[src/rtl/alu_pkg.sv]
// ---------------------------------------------------------------------------
// alu_pkg
// Shared definitions for the iterative ALU and the ALU controller:
//   - 4-bit operation codes driven on the Operation bus
//   - FSM state encoding of alu_iter
//   - single-step shifter mode encoding
//   - small helpers that classify an operation code
// ---------------------------------------------------------------------------
package alu_pkg;

    // Operation codes
    localparam logic [3:0] OP_AND = 4'b0000;
    localparam logic [3:0] OP_XOR = 4'b0001;
    localparam logic [3:0] OP_SUB = 4'b0010;
    localparam logic [3:0] OP_OR  = 4'b0011;
    localparam logic [3:0] OP_ADD = 4'b0100;
    localparam logic [3:0] OP_BGE = 4'b0101;
    localparam logic [3:0] OP_BNE = 4'b0110;
    localparam logic [3:0] OP_SRA = 4'b0111;
    localparam logic [3:0] OP_BEQ = 4'b1000;
    localparam logic [3:0] OP_SLL = 4'b1001;
    localparam logic [3:0] OP_LUI = 4'b1010;
    localparam logic [3:0] OP_SRL = 4'b1100;
    localparam logic [3:0] OP_BLT = 4'b1101;
    localparam logic [3:0] OP_SLT = 4'b1110;

    // Iterative ALU control states
    typedef enum logic [1:0] {
        ST_IDLE  = 2'd0,
        ST_SHIFT = 2'd1,
        ST_DONE  = 2'd2
    } state_e;

    // One-bit shifter modes
    typedef enum logic [1:0] {
        SH_SLL = 2'd0,
        SH_SRL = 2'd1,
        SH_SRA = 2'd2
    } shift_mode_e;

    // True for the three operations that run through the iterative shifter.
    function automatic logic is_shift(input logic [3:0] op);
        return (op == OP_SLL) || (op == OP_SRL) || (op == OP_SRA);
    endfunction

    // Map a shift opcode onto the shifter mode; non-shift codes never reach
    // the shifter, so their mapping is irrelevant.
    function automatic shift_mode_e shift_mode(input logic [3:0] op);
        shift_mode_e m;
        case (op)
            OP_SRL:  m = SH_SRL;
            OP_SRA:  m = SH_SRA;
            default: m = SH_SLL;
        endcase
        return m;
    endfunction

endpackage

[src/rtl/alu_shift1.sv]
// ---------------------------------------------------------------------------
// alu_shift1
// Combinational single-position shifter used by the iterative ALU.
// Ports:
//   value_i  DATA_W-bit value to shift
//   mode_i   SH_SLL (zero-fill left), SH_SRL (zero-fill right),
//            SH_SRA (sign-fill right)
//   value_o  value_i shifted by exactly one bit position
// ---------------------------------------------------------------------------
module alu_shift1
    import alu_pkg::*;
#(
    parameter int DATA_W = 32
) (
    input  logic [DATA_W-1:0] value_i,
    input  shift_mode_e       mode_i,
    output logic [DATA_W-1:0] value_o
);

    always_comb begin
        value_o = value_i;
        case (mode_i)
            SH_SLL:  value_o = {value_i[DATA_W-2:0], 1'b0};
            SH_SRL:  value_o = {1'b0, value_i[DATA_W-1:1]};
            SH_SRA:  value_o = {value_i[DATA_W-1], value_i[DATA_W-1:1]};
            default: value_o = value_i;
        endcase
    end

endmodule

[src/rtl/alu_iter.sv]
// ---------------------------------------------------------------------------
// alu_iter
// Iterative ALU with a valid/ready handshake on both sides. Single-cycle
// operations complete on the accepting edge; SLL/SRL/SRA move one bit per
// clock through alu_shift1, so a shift by n takes 1+n cycles.
// Ports:
//   clk        clock, rising edge
//   reset      asynchronous active-high reset
//   flush      synchronous abort of any in-flight operation (highest priority)
//   in_valid   request present          in_ready   accepting (IDLE only)
//   Operation  4-bit opcode (alu_pkg)   SrcA/SrcB  DATA_W-bit operands
//   out_valid  result present (DONE)    out_ready  consumer takes result
//   ALUResult  registered result        Zero       registered ALUResult==0
// ---------------------------------------------------------------------------
module alu_iter
    import alu_pkg::*;
#(
    parameter int DATA_W = 32
) (
    input  logic              clk,
    input  logic              reset,
    input  logic              flush,
    input  logic              in_valid,
    output logic              in_ready,
    input  logic [3:0]        Operation,
    input  logic [DATA_W-1:0] SrcA,
    input  logic [DATA_W-1:0] SrcB,
    output logic              out_valid,
    input  logic              out_ready,
    output logic [DATA_W-1:0] ALUResult,
    output logic              Zero
);

    state_e             state_q,  state_d;
    logic [DATA_W-1:0]  acc_q,    acc_d;
    logic [4:0]         cnt_q,    cnt_d;
    shift_mode_e        mode_q,   mode_d;
    logic [DATA_W-1:0]  result_q, result_d;
    logic               zero_q,   zero_d;

    logic [DATA_W-1:0]  comb_result;
    logic [DATA_W-1:0]  shifted;
    logic [4:0]         shamt;
    logic               signed_lt;

    assign shamt     = SrcB[4:0];
    assign signed_lt = $signed(SrcA) < $signed(SrcB);

    // Result of every operation that finishes on the accepting edge. For the
    // shift codes this path is only used when shamt is zero, i.e. SrcA.
    always_comb begin
        comb_result = '0;
        case (Operation)
            OP_AND:  comb_result = SrcA & SrcB;
            OP_XOR:  comb_result = SrcA ^ SrcB;
            OP_SUB:  comb_result = SrcA - SrcB;
            OP_OR:   comb_result = SrcA | SrcB;
            OP_ADD:  comb_result = SrcA + SrcB;
            OP_BGE:  comb_result = {{(DATA_W-1){1'b0}}, ~signed_lt};
            OP_BNE:  comb_result = {{(DATA_W-1){1'b0}}, SrcA != SrcB};
            OP_BEQ:  comb_result = {{(DATA_W-1){1'b0}}, SrcA == SrcB};
            OP_BLT:  comb_result = {{(DATA_W-1){1'b0}}, signed_lt};
            OP_SLT:  comb_result = {{(DATA_W-1){1'b0}}, signed_lt};
            OP_LUI:  comb_result = SrcB;
            OP_SLL:  comb_result = SrcA;
            OP_SRL:  comb_result = SrcA;
            OP_SRA:  comb_result = SrcA;
            default: comb_result = '0;
        endcase
    end

    alu_shift1 #(
        .DATA_W (DATA_W)
    ) u_shift1 (
        .value_i (acc_q),
        .mode_i  (mode_q),
        .value_o (shifted)
    );

    always_comb begin
        state_d  = state_q;
        acc_d    = acc_q;
        cnt_d    = cnt_q;
        mode_d   = mode_q;
        result_d = result_q;
        zero_d   = zero_q;
        case (state_q)
            ST_IDLE: begin
                if (!flush && in_valid) begin
                    if (is_shift(Operation) && (shamt != 5'd0)) begin
                        state_d = ST_SHIFT;
                        acc_d   = SrcA;
                        cnt_d   = shamt;
                        mode_d  = shift_mode(Operation);
                    end else begin
                        state_d  = ST_DONE;
                        result_d = comb_result;
                        zero_d   = (comb_result == '0);
                    end
                end
            end
            ST_SHIFT: begin
                if (flush) begin
                    state_d = ST_IDLE;
                end else begin
                    acc_d = shifted;
                    cnt_d = cnt_q - 5'd1;
                    // Last step: publish the shifted value on the same edge
                    // so the result is visible as soon as DONE is entered.
                    if (cnt_q == 5'd1) begin
                        state_d  = ST_DONE;
                        result_d = shifted;
                        zero_d   = (shifted == '0);
                    end
                end
            end
            ST_DONE: begin
                if (flush || out_ready) begin
                    state_d = ST_IDLE;
                end
            end
            default: state_d = ST_IDLE;
        endcase
    end

    always_ff @(posedge clk or posedge reset) begin
        if (reset) begin
            state_q  <= ST_IDLE;
            acc_q    <= '0;
            cnt_q    <= '0;
            mode_q   <= SH_SLL;
            result_q <= '0;
            zero_q   <= 1'b1;
        end else begin
            state_q  <= state_d;
            acc_q    <= acc_d;
            cnt_q    <= cnt_d;
            mode_q   <= mode_d;
            result_q <= result_d;
            zero_q   <= zero_d;
        end
    end

    assign in_ready  = (state_q == ST_IDLE);
    assign out_valid = (state_q == ST_DONE);
    assign ALUResult = result_q;
    assign Zero      = zero_q;

endmodule

[config.mk]
export PLATFORM = sky130hd
export DESIGN_NAME = alu_iter
export DESIGN_NICKNAME = d
export VERILOG_FILES = /design/src/rtl/alu_pkg.sv /design/src/rtl/alu_shift1.sv /design/src/rtl/alu_iter.sv
export SDC_FILE = /design/constraint.sdc
export NUM_CORES = 1
export LEC_CHECK = 0
export ABC_AREA = 1
export CAP_MARGIN = 15
export CORE_MARGIN = 3
export CORE_UTILIZATION = 45
export CTS_CLUSTER_SIZE = 12
export DETAILED_ROUTE_END_ITERATION = 7
export HOLD_SLACK_MARGIN = 0.15
export PLACE_DENSITY = 0.64
export SYNTH_ARGS = -nofsm -noshare
export SYNTH_HDL_FRONTEND = slang
export SYNTH_HIERARCHICAL = 1
export SYNTH_SLANG_ARGS = --single-unit
[constraint.sdc]
create_clock -name clk -period 3.6 [get_ports clk]
set_input_delay 0.72 -clock clk [delete_from_list [all_inputs] [get_ports clk]]
set_output_delay 0.72 -clock clk [all_outputs]
set_load 0.03 [all_outputs]
==> results.json <==
{
  "achievable-frequency_mhz": 291.7,
  "grt.met1_usage_pct": 52.44,
  "cts_max_level": 3,
  "routed-via-count": 14380,
  "clkLatencyLatePin_ps": 330,
  "die_h_um": 165.1,
  "hpwl_um": 39880,
  "post_synth_main_area_contributors": "sky130_fd_sc_hd__nand2_1 23%, sky130_fd_sc_hd__dfrtp_1 16%, sky130_fd_sc_hd__inv_1 11%, sky130_fd_sc_hd__ha_1 11%, sky130_fd_sc_hd__nand3_1 9.4%",
  "total_power_uw": 5030,
  "worst_setup_hold_path_clk_slew_ps": 50,
  "final_core_utilization_pct": 58.66,
  "final_period_util_pct": 95.21,
  "port_buffers": 107,
  "synth_edf_count": 0,
  "timing.reg2reg.setup_slack_ps": 770,
  "yosysMostFrequentCell": "sky130_fd_sc_hd__nand2_1",
  "tritoncts": "built",
  "grt_util_all_layers_pct": 35.29,
  "finalNetCount": 2502,
  "final-setup-viol-count": 0,
  "drt_iter0_drc": 1778,
  "hold_start": "ALUResult[1]$_DFFE_PP0P_",
  "grt_busiest_layer": "met2",
  "grt_util_met3_pct": 4.764,
  "grt_first_pass_wirelength_um": 73770,
  "timing_hold_violations_final": 0,
  "max-cap-violations": 0,
  "numClockSinks": 74,
  "worst_ep_required_time_ps": 3860,
  "post-cts-setup-buffer-count": 0,
  "grt_setup_unrepaired": "false",
  "synthToLayoutAreaGrowth_pct": 26.70,
  "finalSetupTns_ps": 0,
  "cts_hold_repair.buffers": 0,
  "cells_after_synthesis": 2069,
  "post_synth_most_frequent_cells": "703 x sky130_fd_sc_hd__nand2_1, 344 x sky130_fd_sc_hd__inv_1, 235 x sky130_fd_sc_hd__nor2_1, 215 x sky130_fd_sc_hd__nand3_1, 98 x sky130_fd_sc_hd__ha_1",
  "ir_drop_uv": 524.5,
  "timing.critical_path.arrival_ps": 3690,
  "status": "completed",
  "netlist_area_sq_um": 11390,
  "maxSlewHeadroom_pct": 52.11,
  "vias_in_the_first_global_route": 13130,
  "cts_root_buf": "sky130_fd_sc_hd__clkbuf_16",
  "drc_errors": 0,
  "layout_min_cycle_time_ps": 3428,
  "reg2reg_from": "mode_q[1]$_DFFE_PP0P_",
  "seq_area_frac_synth_pct": 16.27,
  "globalRoute.totalOverflow": 0,
  "skew_ps": 2.924,
  "holdPathEnd": "ALUResult[1]$_DFFE_PP0P_",
  "core_area_sq_um": 24600,
  "layout.cell_area.non_filler_sq_um": 14430,
  "filler_cell_count": 2568,
  "die_width_um": 165.1,
  "async_reset_ff_share_pct": 100.0,
  "pin_count_of_the_biggest_net_entering_global_routing": 65,
  "avgSynthCellArea_sq_um": 5.506,
  "initial_utilization_pct": 46.30,
  "path_class": "input pin to register",
  "gpl_congestion": 0.9879,
  "total_inserted_antenna_cells": 0,
  "ctsResizeCount": 0,
  "synth.net_count": 2242,
  "synth_warnings": 6,
  "placementRows": 57,
  "synth_seq_cells": 74,
  "hold_path_depth": 2,
  "ios": 108,
  "worst_pin_slew_ps": 717.7,
  "worstHoldPathType": "register to register",
  "top_reg_cell_synth": "sky130_fd_sc_hd__dfrtp_1",
  "p_leak_uw": 0.007936,
  "netlist-cell-type-count": 40,
  "wirelength_um": 48510,
  "drt-wirelength-per-cell_um": 18.26,
  "r2r.worst_path.cells": 10,
  "post_route_cells_drive_above_1_share_pct": 12.26,
  "clock_path_buffers": 2,
  "drtPass1Iterations": 6,
  "antenna_found_initial": 0,
  "worst-path-max-fanout": 7,
  "timing.critical_path.from_type": "input pin",
  "timing.rr.end": "Zero$_DFFE_PP1P_",
  "vias_per_cell": 5.412,
  "cellPowerDensity_nw_per_um2": 348.5,
  "grt_use_met2_pct": 54.12,
  "yosysTopAreaCellShare_pct": 23.16,
  "dieArea_sq_um": 27260,
  "cts_made_buffers": 9,
  "post_detailed_route_count_of_antenna_violating_nets": 0,
  "slew_viol_final": 0,
  "critPathCaptureType": "register",
  "instance_area_after_placement_sq_um": 14130,
  "netlist.top_cell.by_area": "sky130_fd_sc_hd__nand2_1"
}
==> placed cells by master (no fill, tap or decap), types with 56 or more instances in the layout <==
cell / n
sky130_fd_sc_hd__nand3_1: 213
sky130_fd_sc_hd__nor2_1: 228
sky130_fd_sc_hd__ha_1: 88
sky130_fd_sc_hd__buf_4: 216
sky130_fd_sc_hd__dfrtp_1: 73
sky130_fd_sc_hd__a21oi_1: 56
sky130_fd_sc_hd__clkdlybuf4s50_1: 106
sky130_fd_sc_hd__a31oi_1: 62
sky130_fd_sc_hd__nand2_1: 703
sky130_fd_sc_hd__o21ai_0: 63
sky130_fd_sc_hd__inv_1: 342
==> cell families (layout without fill, tap and decap cells) <==
kind of cell | count (synthesis) | in the layout | synth area share (%)
buffers and inverters | 433 | 696 | 16.08
DFF | 74 | 74 | 16.27
and+or+nand+nor | 1220 | 1220 | 44.10
adders and majority gates | 100 | 100 | 11.11
AOI/OAI and AO/OA | 242 | 242 | 12.44
==> worst max path at each step <==
| stage | slack (ps) | start | end | cells after the start |
|---|---|---|---|---|
| CTS | 120 | SrcB[2] | Zero$_DFFE_PP1P_ | 17 |
| detailed placement | -210 | SrcB[7] | Zero$_DFFE_PP1P_ | 17 |
| finish | 170 | SrcB[8] | Zero$_DFFE_PP1P_ | 18 |
| floorplan | 990 | SrcA[0] | Zero$_DFFE_PP1P_ | 17 |
| global placement | -170 | SrcB[24] | Zero$_DFFE_PP1P_ | 17 |
| global route | 2 | SrcA[10] | Zero$_DFFE_PP1P_ | 19 |
==> per-stage QoR <==
step	hold WS, ps	worst slack, ps	cells
detailed placement	531.0	-207.6	2642
CTS	544.3	124.7	2656
floorplan	496.5	990.3	2069
finish	524.4	172.3	2656
global placement	462.8	-170.6	2642
global route	563.1	2.224	2656
==> power by group <==
part           total (uW)  internal, uW  switching, uW
clock network         789           478            311
registers            1390          1130            257
logic                2850          1130           1720
==> sequential cells by signal, indices dropped and copies added, names as in the netlist <==
name,flops
ALUResult,32
acc_q,32
mode_q,2
Zero,1
cnt_q,5
state_q,2
==> per-layer routing <==
layer,up-vias,share of wire [%],wire length [um]
met2,703,42,20580
met1,6565,45,21940
met4,0,2.0,948
met5,-,0,0
li1,7045,-,-
met3,62,10,5039
==> layout make-up <==
type	instances	area, sq um	share of cell area, %
sequential	74	1853	12.84
timing repair buffer	330	2835	19.64
tap	324	405.4	2.809
inverter	352	1321	9.154
multi-input combinational	1562	7765	53.80
clock buffer	14	254.0	1.760
==> critical path, stage by stage <==
cell and delay (ps):
sky130_fd_sc_hd__clkdlybuf4s50_1 510, sky130_fd_sc_hd__inv_1 80, sky130_fd_sc_hd__ha_2 410, sky130_fd_sc_hd__nand2_1 140
sky130_fd_sc_hd__buf_4 160, sky130_fd_sc_hd__nor2_1 120, sky130_fd_sc_hd__nand3_1 140, sky130_fd_sc_hd__nand3_1 200
sky130_fd_sc_hd__nand2_1 120, sky130_fd_sc_hd__nand3_1 90, sky130_fd_sc_hd__nand2_1 50, sky130_fd_sc_hd__nand3_1 120
sky130_fd_sc_hd__nand3_1 210, sky130_fd_sc_hd__nor2_1 140, sky130_fd_sc_hd__nand2_1 60, sky130_fd_sc_hd__nor2_1 120
sky130_fd_sc_hd__nand3_1 130, sky130_fd_sc_hd__a21oi_2 130
Power figures use the tool's default switching activity.
